--- config.mk ---
export PLATFORM = sky130hd
export DESIGN_NAME = buzzer_tone_player
export DESIGN_NICKNAME = d
export VERILOG_FILES = /design/src/rtl/buzzer_tone_player.sv
export SDC_FILE = /design/constraint.sdc
export NUM_CORES = 1
export LEC_CHECK = 0
export CAP_MARGIN = 10
export CORE_ASPECT_RATIO = 0.5
export CORE_MARGIN = 2
export CORE_UTILIZATION = 57
export CTS_BUF_LIST = sky130_fd_sc_hd__clkbuf_2
export CTS_CLUSTER_DIAMETER = 40
export DETAILED_ROUTE_END_ITERATION = 16
export PLACE_DENSITY = 0.76
export SYNTH_ARGS = -nofsm -noshare
export SYNTH_HDL_FRONTEND = slang
export SYNTH_SLANG_ARGS = --single-unit
--- constraint.sdc ---
create_clock -name clk -period 5.8 [get_ports clk]
set_input_delay 0.58 -clock clk [delete_from_list [all_inputs] [get_ports clk]]
set_output_delay 0.58 -clock clk [all_outputs]
set_load 0.02 [all_outputs]
--- src/rtl/buzzer_tone_player.sv ---
// Piezo tone sequencer: plays up to four ROM notes per game-event pattern.
// Square wave half-period is code*HP_BASE cycles and each note lasts len*UNIT_CYCLES cycles.
module buzzer_tone_player #(
    parameter int HP_BASE     = 25000,
    parameter int UNIT_CYCLES = 2500000
) (
    input  logic       clk,
    input  logic       reset_n,
    input  logic       start,
    input  logic [1:0] pattern_sel,
    input  logic       abort,
    input  logic       mute,
    output logic       buzzer_out,
    output logic       busy,
    output logic       done,
    output logic [9:0] LEDR,
    output logic [1:0] debug_step
);

    localparam int TW = $clog2(7 * HP_BASE);
    localparam int DW = $clog2(7 * UNIT_CYCLES);

    typedef enum logic {IDLE, PLAY} state_t;

    state_t        state_q;
    logic [1:0]    sel_q;
    logic [1:0]    step_q;
    logic [TW-1:0] tone_cnt_q;
    logic [DW-1:0] dur_cnt_q;
    logic          buzz_q;
    logic          done_q;

    // Each entry is {code, len}; len == 0 terminates the pattern.
    function automatic logic [5:0] rom(input logic [1:0] sel,
                                       input logic [1:0] idx);
        logic [5:0] e;
        case ({sel, idx})
            4'b00_00: e = {3'd2, 3'd2};
            4'b00_01: e = {3'd1, 3'd2};
            4'b01_00: e = {3'd6, 3'd4};
            4'b10_00: e = {3'd3, 3'd2};
            4'b10_01: e = {3'd0, 3'd1};
            4'b10_10: e = {3'd3, 3'd2};
            4'b10_11: e = {3'd1, 3'd4};
            4'b11_00: e = {3'd4, 3'd1};
            4'b11_01: e = {3'd3, 3'd1};
            4'b11_10: e = {3'd2, 3'd1};
            4'b11_11: e = {3'd1, 3'd4};
            default:  e = 6'd0;
        endcase
        return e;
    endfunction

    logic [5:0]  entry;
    logic [5:0]  nxt_entry;
    logic [2:0]  code;
    logic [2:0]  len;
    logic [31:0] tone_top;
    logic [31:0] dur_top;
    logic        tone_end;
    logic        dur_end;
    logic        last;

    always_comb begin
        entry     = rom(sel_q, step_q);
        nxt_entry = rom(sel_q, step_q + 2'd1);
        code      = entry[5:3];
        len       = entry[2:0];
        tone_top  = 32'(code) * 32'(HP_BASE) - 32'd1;
        dur_top   = 32'(len) * 32'(UNIT_CYCLES) - 32'd1;
        tone_end  = (code != 3'd0) && (32'(tone_cnt_q) == tone_top);
        dur_end   = (32'(dur_cnt_q) == dur_top);
        last      = (step_q == 2'd3) || (nxt_entry[2:0] == 3'd0);
    end

    always_ff @(posedge clk or negedge reset_n) begin
        if (!reset_n) begin
            state_q    <= IDLE;
            sel_q      <= 2'd0;
            step_q     <= 2'd0;
            tone_cnt_q <= '0;
            dur_cnt_q  <= '0;
            buzz_q     <= 1'b0;
            done_q     <= 1'b0;
        end else begin
            done_q <= 1'b0;
            case (state_q)
                IDLE: begin
                    if (start && !abort) begin
                        state_q    <= PLAY;
                        sel_q      <= pattern_sel;
                        step_q     <= 2'd0;
                        tone_cnt_q <= '0;
                        dur_cnt_q  <= '0;
                        buzz_q     <= 1'b0;
                    end
                end
                PLAY: begin
                    if (abort) begin
                        state_q    <= IDLE;
                        step_q     <= 2'd0;
                        tone_cnt_q <= '0;
                        dur_cnt_q  <= '0;
                        buzz_q     <= 1'b0;
                    end else if (dur_end) begin
                        tone_cnt_q <= '0;
                        dur_cnt_q  <= '0;
                        buzz_q     <= 1'b0;
                        if (last) begin
                            state_q <= IDLE;
                            step_q  <= 2'd0;
                            done_q  <= 1'b1;
                        end else begin
                            step_q <= step_q + 2'd1;
                        end
                    end else begin
                        dur_cnt_q <= dur_cnt_q + 1'b1;
                        if (code == 3'd0) begin
                            tone_cnt_q <= '0;
                        end else if (tone_end) begin
                            tone_cnt_q <= '0;
                            buzz_q     <= ~buzz_q;
                        end else begin
                            tone_cnt_q <= tone_cnt_q + 1'b1;
                        end
                    end
                end
                default: state_q <= IDLE;
            endcase
        end
    end

    // Mute gates only the pin, so the internal phase keeps running.
    assign buzzer_out = buzz_q & ~mute;
    assign busy       = (state_q == PLAY);
    assign done       = done_q;
    assign LEDR       = {10{buzzer_out}};
    assign debug_step = step_q;

endmodule

== Word level (Yosys, flattened, before mapping) ==
Memory sizes are Yosys's and may differ from the RTL's.
Index checks and enable logic that the tools add are counted.

* Flip-flop bits (word level): 50
* Input port bits: 7
* Memories kept: 2
* Bits in read-only memories: 192

{| class="wikitable"
|+ Memories
! name !! depth !! width !! rd ports !! clocked after Yosys merged registers in !! wr ports !! RTL line !! RTL
|-
| (no name shown) || 16 || 6 || 1 || 0 || 0 || 37 || <nowiki>case ({sel, idx})</nowiki>
|-
| (no name shown) || 16 || 6 || 1 || 0 || 0 || 37 ||
|}

* $mul: 2
* Add/subtract/negate cells: 5
* Mux-type cells: 30
* Bitwise gates (word level): 4
* Reductions and logical operators: 10
* Eq/ne operators: 7

{| class="wikitable"
|+ Operator list
! cell !! number
|-
| $mux W18 || 5
|-
| $mux W25 || 3
|-
| $pmux W25 S2 || 1
|-
| $pmux W18 S2 || 1
|-
| $eq A18 B32 Y1 || 1
|-
| $eq A25 B32 Y1 || 1
|-
| $sub A25 B1 Y26 const B || 1
|-
| $add A25 B1 Y25 const B || 1
|-
| $mul A3 B17 Y20 const B || 1
|-
| $sub A18 B1 Y19 const B || 1
|-
| $add A18 B1 Y18 const B || 1
|-
| $mul A3 B12 Y15 const B || 1
|-
| $mux W1 || 13
|-
| $mux W2 || 4
|-
| $logic_not A3 Y1 || 2
|-
| $ne A4 B2 Y1 const B || 1
|-
| $ne A4 B4 Y1 const B || 1
|-
| $pmux W1 S2 || 2
|-
| $pmux W2 S2 || 1
|-
| $reduce_and A2 Y1 || 2
|-
| $ne A3 B2 Y1 const B || 1
|-
| $not A1 Y1 || 3
|-
| $reduce_and A3 Y1 || 1
|-
| $reduce_bool A3 Y1 || 1
|-
| other kinds (7) || 8
|}

== Longest topological paths before layout ==
Gate-level depths: netlist of the first run.
An unclocked memory read counts as a cell.

* Depth after elaboration: 10
* Gate-level depth with buffers: 22
* Gate-level depth less buffers: 19

== Worst setup path before layout of the first run ==
Ideal clock, no wire load.

* Kind: flip-flop to flip-flop
* Start point: reg step_q[0], in the netlist debug_step[0]
* End point: reg step_q[0], in the netlist debug_step[0]
* Required time: 5.724 ns
* Slack: 0.710 ns
* Arrival time: 5.013 ns
* Stages on the path, launching flop included: 22
* Path through: dfrtp_1 -> buf_2 -> inv_1 -> ha_1 -> and3b_1 -> a21oi_2 -> inv_1 -> ha_1 -> clkbuf_1 -> and2_1 -> fa_1 -> a21o_1 -> a221oi_1 -> o31a_1 -> nand4_1 -> or2_0 -> buf_2 -> nor3_2 -> mux2i_2 -> nand4_2 -> or4_1 -> o21ai_1

* Cells in the longest elaborated chain, start to end: 8

{| class="wikitable"
|+ Ends and longest elaborated chain
! item !! RTL line !! RTL
|-
| from (decl) || 27 || <nowiki>logic [1:0] step_q;</nowiki>
|-
| from (signal assigned) || 114 || <nowiki>step_q <= step_q + 2'd1;</nowiki>
|-
| parallel branches: the longest is 8 deep, another holds $sub A25 B1 Y26 || - ||
|}

Parallel ways; which one is timed is not known. The select of a mux whose other input is x is not followed.
A chain may end at the register's enable or synchronous reset.

== Final worst setup path of the first run ==
* Start point: reg sel_q[1]
* End point: reg step_q[0], in the netlist debug_step[0]

* Cells in the longest elaborated chain, start to end: 7

{| class="wikitable"
|+ Ends and longest elaborated chain
! item !! RTL line !! RTL
|-
| from (decl) || 26 || <nowiki>logic [1:0] sel_q;</nowiki>
|-
| from (signal assigned) || 91 || <nowiki>sel_q <= pattern_sel;</nowiki>
|-
| parallel branches: the longest is 7 deep, another holds $sub A25 B1 Y26 || - ||
|}

Parallel ways; which one is timed is not known. The select of a mux whose other input is x is not followed.

==> results of run 1 <==
-- cells in the final DEF, fill, tap and decap left out, types with 3 or more instances in the layout --
master	Yosys	layout
nor2_1	55	55
nand2_1	50	50
dfrtp_1	50	50
xnor2_1	44	44
nand3_1	43	43
inv_1	28	28
ha_1	27	27
xor2_1	24	24
clkdlybuf4s50_1	0	20
o21ai_0	19	19
nor3_1	19	19
and3_1	17	17
a31oi_1	15	15
a21oi_1	13	13
nand2b_1	10	10
nand4_1	10	10
mux2i_1	8	8
buf_4	10	8
o311ai_1	6	6
nor4_1	5	5
nor3b_1	5	5
a211oi_1	5	5
or4_1	5	5
o22ai_1	5	5
clkbuf_2	0	5
and3b_1	4	4
nor2b_1	5	4
o211ai_1	4	4
o21ai_1	4	4
or2_2	3	3
and2_1	3	3
a21o_1	3	3
and4_1	3	3
nand3b_1	3	3
nor4b_1	3	3
xnor3_1	3	3
-- critical path, stage by stage (launching register included) --
cell,delay [ns]
dfrtp_1,0.66
a21boi_1,0.25
nand2_1,0.29
clkinv_1,0.33
ha_1,0.47
ha_1,0.44
a21oi_1,0.15
a2111oi_0,0.49
o31a_1,0.23
nand4_1,0.15
or2_0,0.35
nor3_2,0.25
mux2i_2,0.36
nand4_2,0.15
buf_4,0.24
or4_1,0.48
o21ai_1,0.09
-- cells by family after synthesis --
logic type | synth area share [%]
and+or+nand+nor | 28.1
AOI/OAI and AO/OA | 15.7
xor gates and xnor gates | 13.7
buffers and inverters | 6.35
DFF | 25.8
adders and majority gates | 7.39
muxes | 2.94
-- through the flow --
step	hold WS [ns]	power (mW)	std cells	instance area, µm²	setup slack [ns]
3_5_place_dp	0.533	0.905	695	5060	0.434
3_3_place_gp	0.523	0.901	695	5060	0.550
5_1_grt	0.188	1.20	704	5140	0.0566
4_1_cts	0.162	1.11	703	5120	0.362
2_1_floorplan	0.284	0.798	587	4840	0.710
6_report	0.140	1.12	704	5140	0.361
-- layer usage --
layer  share of wire, %  wire length [µm]  vias to the layer above
met3                4.8               561                       24
met5                  0                 0                        -
met1                 47              5550                     2030
met4                1.5               180                        0
li1                   -                 -                     2122
met2                 47              5500                      131
-- cell type report --
cell class | instances | area [µm²]
multi-input combinational | 475 | 3300
clock inverter | 3 | 43.8
clock buffer | 5 | 25.0
fill | 745 | 2970
sequential | 50 | 1250
tap | 112 | 140
timing repair buffer | 29 | 265
inverter | 30 | 113
-- registers in the layout (all words and copies together) (netlist names) --
register / count
dur_cnt_q: 25
tone_cnt_q: 18
debug_step: 2
sel_q: 2
busy: 1
buzz_q: 1
done: 1
-- repair_timing --
action | CTS | global route
hold buffers | 0 | 0
endpoints found under the setup margin | 0 | 6
gates resized for setup | 0 | 1
-- how the worst max path moves through the flow --
| stage | from | slack [ns] | depth (start not counted) | end |
|---|---|---|---|---|
| global route | sel_q[1] | 0.06 | 16 | debug_step[0] |
| CTS | sel_q[1] | 0.36 | 17 | dur_cnt_q[8] |
| floorplan | debug_step[0] | 0.71 | 21 | debug_step[0] |
| detailed placement | sel_q[1] | 0.43 | 17 | debug_step[1] |
| finish | sel_q[1] | 0.36 | 16 | debug_step[0] |
| global placement | sel_q[1] | 0.55 | 16 | debug_step[0] |
-- where the power goes --
part	leakage, nW	switching [mW]	internal (mW)
clock network	0.0433	0.130	0.0738
registers	0.691	0.0132	0.356
logic	1.36	0.328	0.218
total	2.09	0.471	0.648
==> summary.txt, run 1 <==
ratio of final minimum period to clock period: 93.8%
DRC: 0
r2r startpoint: sel_q[1]
setup bufs post-CTS: 0
GR Layer Usage met1: 37.0%
dominant synthesized flop cell: dfrtp_1
slew at the pin closest to its max-slew limit: 1.32 ns
clk buf depth: 2
Root Buffer: clkbuf_2
Routability Congestion: 0.935
Via Count: 4,307
Routed Wire Length: 11,800 µm
setup TNS: 0 ns
crit path max fanout: 24
num rows: 23
largest cells by area after synthesis: dfrtp_1, xnor2_1, ha_1
TritonCTS clock tree: built
DR vias/cell: 6.12
Final Max Tran Viols: 0
Die X: 134 µm
Post-Syn Area: 4840 µm²
# diodes: 0
CP arrival: 5.87 ns
busiest layer in global routing: met2
max-cap viol count: 0
R2R Path End: debug_step[0]
initial drt markers: 479
WL per Instance: 16.8 µm
layout cells sized above 1: 6.59%
Core ar.: 8120 µm²
synth cell count leaders: nor2_1, dfrtp_1, nand2_1, xnor2_1, nand3_1
TritonRoute pass-1 iters: 5
first-pass GRT wire length: 20,300 µm
IO Pins: 22
worst endpoint required time: 6.24 ns
crit path time final: 5.44 ns
Antenna Nets Post-Route: 0
Cell Pwr Density: 218 nW/µm²
most common cell in the synthesized netlist: nor2_1
total die area: 9300 µm²
critical path class: reg2reg
hpwl dp: 8690 µm
Clock Pin Slew Worst Setup and Hold Paths: 0.29 ns
initial core utilization: 59.7%
Fmax achieved: 184 MHz
Seq/Total Area, Yosys: 25.8%
H-Tree Depth: 2
Syn-to-layout area delta: 6.15%
final core utilization: 63.4%
Mapped Nets: 622
final hold violation count: 0
CP Capture Type: flop
RSZ-0062 raised after global routing: no
All-Layer GR Usage: 26.6%
GR Layer Usage met2: 43.9%
Syn Inst Count: 587
Synth warnings: 0
crit start category: flop
M3 GR Usage: 4.68%
CTS Sinks: 50
pin count of the biggest net entering global routing: 51
area leader, netlist: dfrtp_1
final setup vio count: 0
clock skew: 0.0270 ns
# port buffers: 21
Post-synth ARST share: 100%
synth unique cells: 79
# nets final: 626
outcome: finished clean
Synth Register Bits: 50
Pleak: 2.09 nW
syn avg cell area: 8.25 µm²
vias in the first global route: 4,145
relative slew slack: 11.7%
top cell type's share of synthesized area: 25.8%
Hold Path Class: in2async
initial antenna violation count: 0
clk_lat worst skew: 0.49 ns
VDD IR max: 0.000143 V
chip height: 69.2 µm
flop-to-flop setup slack: 0.36 ns
CTS Buf Count: 5
Post-synth EDFFs: 0
grt ovf: 0
R2R depth: 16
Note: power is estimated with default switching activity, not from simulation.
==> inputs of run 2 (changes only) <==
--- a/config.mk
+++ b/config.mk
@@ -6,7 +6,6 @@
 export NUM_CORES = 1
 export LEC_CHECK = 0
 export CAP_MARGIN = 10
-export CORE_ASPECT_RATIO = 0.5
 export CORE_MARGIN = 2
 export CORE_UTILIZATION = 57
 export CTS_BUF_LIST = sky130_fd_sc_hd__clkbuf_2
==> summary.txt, run 2 (synthesis gave the netlist of run 1 again) <==
Core ar.: 8220 µm² (+1.2%)
TritonCTS clock tree: built
initial antenna violation count: 0 (unchanged)
GR Layer Usage met1: 33.8% (-3.2 points)
CTS hold repair buffers: 0 (unchanged)
layout cells sized above 1: 7.08% (+0.49 points)
# nets final: 627 (+0.16%)
Antenna Nets Post-Route: 0 (unchanged)
RSZ-0062 raised after global routing: no
CP Capture Type: flop
busiest layer in global routing: met2
Fmax achieved: 180 MHz (-2.3%)
hpwl dp: 9150 µm (+5.3%)
VDD IR max: 0.000165 V (+15%)
R2R Path End: dur_cnt_q[24]
Routed Wire Length: 12,100 µm (+2.4%)
outcome: finished clean
clk buf depth: 2 (unchanged)
initial core utilization: 58.9% (-0.74 points)
clock skew: 0.0177 ns (-0.00935 ns)
max-cap viol count: 0 (unchanged)
Clock Pin Slew Worst Setup and Hold Paths: 0.27 ns (-0.02 ns)
CTS Buf Count: 5 (unchanged)
final hold violation count: 0 (unchanged)
crit start category: flop
WL per Instance: 17.3 µm (+3.3%)
Top reg by flops: dur_cnt_q
ratio of final minimum period to clock period: 96.0% (+2.2 points)
total die area: 9250 µm² (-0.48%)
Die X: 96.2 µm (-28%)
slew at the pin closest to its max-slew limit: 1.18 ns (-0.140 ns)
r2r startpoint: debug_step[1]
R2R depth: 17 (+1)
commonest non-fill, non-tap cells in the layout: nor2_1, nand2_1, dfrtp_1
CTS Sinks: 50 (unchanged)
vias in the first global route: 4,153 (+0.19%)
# diodes: 0 (unchanged)
final setup vio count: 0 (unchanged)
Syn-to-layout area delta: 6.12% (about the same)
Root Buffer: clkbuf_2
Placed Instance Area: 5050 µm² (about the same)
M3 GR Usage: 3.45% (-1.2 points)
largest registers: dur_cnt_q (25), tone_cnt_q (18)
worst endpoint required time: 6.16 ns (-0.08 ns)
critical path class: reg2reg
crit path time final: 5.57 ns (+0.129 ns)
initial drt markers: 303 (-37%)
H-Tree Depth: 2 (unchanged)
CP arrival: 5.93 ns (+0.06 ns)
GR Layer Usage met2: 47.7% (+3.8 points)
IO Pins: 22 (unchanged)
setup bufs post-CTS: 0 (unchanged)
grt ovf: 0 (unchanged)
DRC: 0 (unchanged)
first-pass GRT wire length: 19,700 µm (-3.0%)
Pleak: 2.09 nW (-0.15%)
Routability Congestion: 0.964 (+3.1%)
Hold Path Class: in2async
commonest non-fill, non-tap cell in the layout: nor2_1
Post-Layout Inst Area: 5140 µm² (about the same)
cts repair resizes: 0 (unchanged)
Fillers: 732 (-1.7%)
setup TNS: 0 ns (unchanged)
chip height: 96.2 µm (+39%)
flop-to-flop setup slack: 0.23 ns (-0.13 ns)
Cell Pwr Density: 216 nW/µm² (-0.74%)
Final Max Tran Viols: 0 (unchanged)
clk_lat worst skew: 0.44 ns (-0.05 ns)
crit path max fanout: 11 (-54%)
Via Count: 4,382 (+1.7%)
pin count of the biggest net entering global routing: 51 (unchanged)
num rows: 33 (+43%)
DR vias/cell: 6.28 (+2.6%)
relative slew slack: 21.1% (+9.4 points)
All-Layer GR Usage: 27.0% (+0.43 points)
max FFs per register: 25 (unchanged)
TritonRoute pass-1 iters: 5 (unchanged)
# port buffers: 21 (unchanged)
==> run 2: how the worst max path moves through the flow <==
| stage | from | endpoint | slack, ns | cells after the start |
|---|---|---|---|---|
| 3_5_place_dp | debug_step[0] | debug_step[1] | 0.15 | 17 |
| 2_1_floorplan | debug_step[0] | debug_step[0] | 0.71 | 21 |
| 6_report | debug_step[1] | dur_cnt_q[24] | 0.23 | 17 |
| 4_1_cts | debug_step[0] | debug_step[1] | 0.12 | 17 |
| 3_3_place_gp | debug_step[0] | debug_step[1] | 0.32 | 17 |
| 5_1_grt | debug_step[1] | tone_cnt_q[8] | 0.03 | 18 |
==> run 2: worst max-delay path, stage by stage, from the launching register on <==
cell and delay [ns]:
dfrtp_1 0.61, inv_1 0.14, ha_1 0.27, and3b_1 0.23, a21oi_2 0.16, inv_1 0.15
ha_1 0.38, ha_1 0.41, a21o_1 0.23, nor3_1 0.38, o2111a_1 0.33, nor4bb_1 0.42
mux2i_1 0.32, o311ai_1 0.17, nor4b_2 0.36, nand4_4 0.31, a21oi_2 0.49, nor2_1 0.11
==> run 2: layout make-up <==
class | count | area, µm² | share of cell area [%]
Clock inverter | 2 | 37.5 | 0.730
Inverter | 30 | 113 | 2.19
Timing Repair Buffer | 30 | 273 | 5.31
Multi-Input combinational cell | 475 | 3300 | 64.3
Tap cell | 105 | 131 | 2.56
Sequential cell | 50 | 1250 | 24.4
Clock buffer | 6 | 30.0 | 0.584
==> run 2: power breakdown <==
| part | total (mW) | internal, mW | switching (mW) |
|---|---|---|---|
| sequential | 0.366 | 0.356 | 0.0101 |
| clock | 0.192 | 0.0743 | 0.118 |
| combinational | 0.552 | 0.219 | 0.332 |
| total | 1.11 | 0.650 | 0.460 |
==> run 2: per-stage QoR <==
stage	cells	util [%]	hold WS [ns]	total power, mW	worst slack, ns
finish	698	62.6	0.194	1.11	0.232
global route	698	62.6	0.207	1.18	0.0322
CTS	697	62.3	0.210	1.10	0.124
detailed placement	689	61.5	0.527	0.911	0.155
global placement	689	61.5	0.514	0.902	0.317
floorplan	587	-	0.284	0.798	0.710
==> run 2: layer usage <==
| metal | wire length, µm | vias to the layer above |
|---|---|---|
| met1 | 5180 | 2090 |
| met5 | 0 | - |
| met2 | 5980 | 142 |
| met3 | 580 | 30 |
| met4 | 334 | 0 |
| li1 | - | 2120 |
==> inputs of run 3 (changes only) <==
--- a/config.mk
+++ b/config.mk
@@ -6,12 +6,13 @@
 export NUM_CORES = 1
 export LEC_CHECK = 0
 export CAP_MARGIN = 10
-export CORE_MARGIN = 2
-export CORE_UTILIZATION = 57
+export CELL_PAD_IN_SITES_DETAIL_PLACEMENT = 0
+export CELL_PAD_IN_SITES_GLOBAL_PLACEMENT = 2
+export CORE_UTILIZATION = 39
 export CTS_BUF_LIST = sky130_fd_sc_hd__clkbuf_2
 export CTS_CLUSTER_DIAMETER = 40
 export DETAILED_ROUTE_END_ITERATION = 16
-export PLACE_DENSITY = 0.76
+export PLACE_DENSITY_LB_ADDON = 0.1
 export SYNTH_ARGS = -nofsm -noshare
 export SYNTH_HDL_FRONTEND = slang
 export SYNTH_SLANG_ARGS = --single-unit
==> summary.txt, run 3 (synthesis gave the netlist of run 1 again) <==
outcome: finished clean
flop-to-flop setup slack: 0.33 ns (+0.10 ns)
grt ovf: 0 (unchanged)
worst endpoint required time: 6.23 ns (+0.07 ns)
multi-input logic area: 3290 µm² (-0.42%)
Via Count: 4,266 (-2.6%)
All-Layer GR Usage: 21.8% (-5.2 points)
relative slew slack: 38.6% (+18 points)
CP arrival: 5.90 ns (-0.03 ns)
CTS Buf Count: 5 (unchanged)
DR vias/cell: 5.61 (-11%)
max FFs per register: 25 (unchanged)
total die area: 12,900 µm² (+39%)
critical path's largest stage delay: 0.60 ns (about the same)
IO Pins: 22 (unchanged)
first-pass GRT wire length: 21,700 µm (+9.9%)
number of cells after detailed placement: 753 (+9.3%)
Root Buffer: clkbuf_2
Cell Pwr Density: 211 nW/µm² (-2.3%)
slowest CP cell: dfrtp_1
crit path max fanout: 21 (+10)
pin count of the biggest net entering global routing: 51 (unchanged)
ratio of final minimum period to clock period: 94.2% (-1.8 points)
Syn-to-layout area delta: 7.36%
max-cap viol count: 0 (unchanged)
Fmax achieved: 183 MHz (+1.9%)
hpwl dp: 10,100 µm (+10%)
setup TNS: 0 ns (unchanged)
Routed Wire Length: 13,300 µm (+11%)
Hold Path Class: in2async
initial antenna violation count: 0 (unchanged)
VDD IR max: 0.000109 V (-34%)
Clock Pin Slew Worst Setup and Hold Paths: 0.33 ns (+0.06 ns)
commonest non-fill, non-tap cells in the layout: nor2_1, nand2_1, dfrtp_1
H-Tree Depth: 2 (unchanged)
final setup vio count: 0 (unchanged)
WL per Instance: 17.5 µm (+1.4%)
clock skew: 0.0396 ns (+0.0220 ns)
chip height: 113 µm (+18%)
register area: 1250 µm² (about the same)
Crit path top cell by count: o311ai_1
Fillers: 1,247 (+70%)
Final Instance Count excl. Fillers: 761 (+9.0%)
Min Hold Slack: 0.114 ns (-0.0800 ns)
Top reg by flops: dur_cnt_q
R2R Path End: dur_cnt_q[19]
critical path class: reg2reg
DRC: 0 (unchanged)
Routability Congestion: 0.813 (-16%)
clk_lat worst skew: 0.54 ns (+0.10 ns)
setup bufs post-CTS: 0 (unchanged)
commonest non-fill, non-tap cell in the layout: nor2_1
Antenna Nets Post-Route: 0 (unchanged)
largest registers: dur_cnt_q (25), tone_cnt_q (18)
R2R depth: 16 (-1)
top cell family by delay on the critical path: simple AND/OR/NAND/NOR gates
initial drt markers: 219 (-28%)
CP Capture Type: flop
# nets final: 627 (unchanged)
Core ar.: 12,100 µm² (+47%)
CTS Sinks: 50 (unchanged)
initial core utilization: 40.2% (-19 points)
# port buffers: 21 (unchanged)
r2r startpoint: sel_q[0]
overall power: 1.10 mW (-1.1%)
ordered cell list for the critical path: or2_2, nand2_1, clkinv_1, ha_1, fa_1, and3b_1, o311ai_1, a21oi_1, nor4bb_1, mux2i_1, o311ai_1, nor4b_2, nand4_4, a21oi_4, buf_4, nor2_1
RSZ-0062 raised after global routing: no
TritonCTS clock tree: built
# diodes: 0 (unchanged)
layout cells sized above 1: 7.25% (+0.17 points)
slew at the pin closest to its max-slew limit: 0.911 ns (-0.267 ns)
TritonRoute pass-1 iters: 5 (unchanged)
Pleak: 2.09 nW (about the same)
num rows: 40 (+21%)
vias in the first global route: 3,939 (-5.2%)
clk buf depth: 2 (unchanged)
crit path time final: 5.47 ns (-0.102 ns)
final hold violation count: 0 (unchanged)
Die X: 113 µm (+18%)
Final Max Tran Viols: 0 (unchanged)
worst path bufs/invs: 2 (unchanged)
crit start category: flop
run 3: cell count changes in the layout (fill, tap and decap cells not counted):
cell and change:
buf_4 +1, clkinvlp_4 -1, o311ai_1 +1, bufinv_16 -1
dfrtp_2 +1, o311ai_2 -1, dfrtp_1 -1, clkinv_4 +2
clkbuf_2 -1, inv_8 +1, nor2_1 -1, a21oi_2 -1
nor2_2 +1
run 3: through the flow:
stage	cell area [µm²]	setup WS [ns]	util (%)
finish	5200	0.334	43.1
detailed placement	5140	0.377	42.6
global placement	5140	0.426	42.6
CTS	5190	0.313	43.1
floorplan	4840	0.710	-
global route	5200	0.00411	43.1
run 3: worst max path at each step:
stage                        from       endpoint  slack [ns]  cells after the start
global route        debug_step[1]  dur_cnt_q[12]       0.004                     20
detailed placement  debug_step[0]  debug_step[1]        0.38                     20
global placement    debug_step[0]  debug_step[1]        0.43                     16
CTS                 debug_step[0]  dur_cnt_q[19]        0.31                     20
floorplan           debug_step[0]  debug_step[0]        0.71                     21
finish                   sel_q[0]  dur_cnt_q[19]        0.33                     16
run 3: area by class of cell:
| type | count | area share [%] |
|---|---|---|
| Timing Repair Buffer | 31 | 5.39 |
| Tap cell | 168 | 4.04 |
| Clock buffer | 5 | 0.481 |
| Clock inverter | 3 | 0.553 |
| Inverter | 30 | 2.17 |
| Multi-Input combinational cell | 474 | 63.3 |
| Sequential cell | 50 | 24.1 |
run 3: per-layer routing:
layer / wire length, µm / up-vias / global-route usage (%) / share of wire (%)
li1: - / 2114 / - / -
met1: 6950 / 2062 / 33.1 / 52
met2: 5810 / 79 / 32.6 / 44
met3: 461 / 11 / 3.45 / 3.5
met4: 133 / 0 / 4.39 / 1.0
met5: 0 / - / 0 / 0
run 3: repair_timing:
action,4_1_cts,5_1_grt
hold buffers,0,0
setup endpoints to repair,0,24
endpoints found under the hold margin,0,0
resized for setup,0,3
run 3: report_power, final:
| group | leakage (nW) | total [mW] | internal (mW) | switching, mW |
|---|---|---|---|---|
| clock | 0.0351 | 0.181 | 0.0352 | 0.146 |
| sequential | 0.688 | 0.375 | 0.357 | 0.0179 |
| combinational | 1.36 | 0.542 | 0.218 | 0.323 |
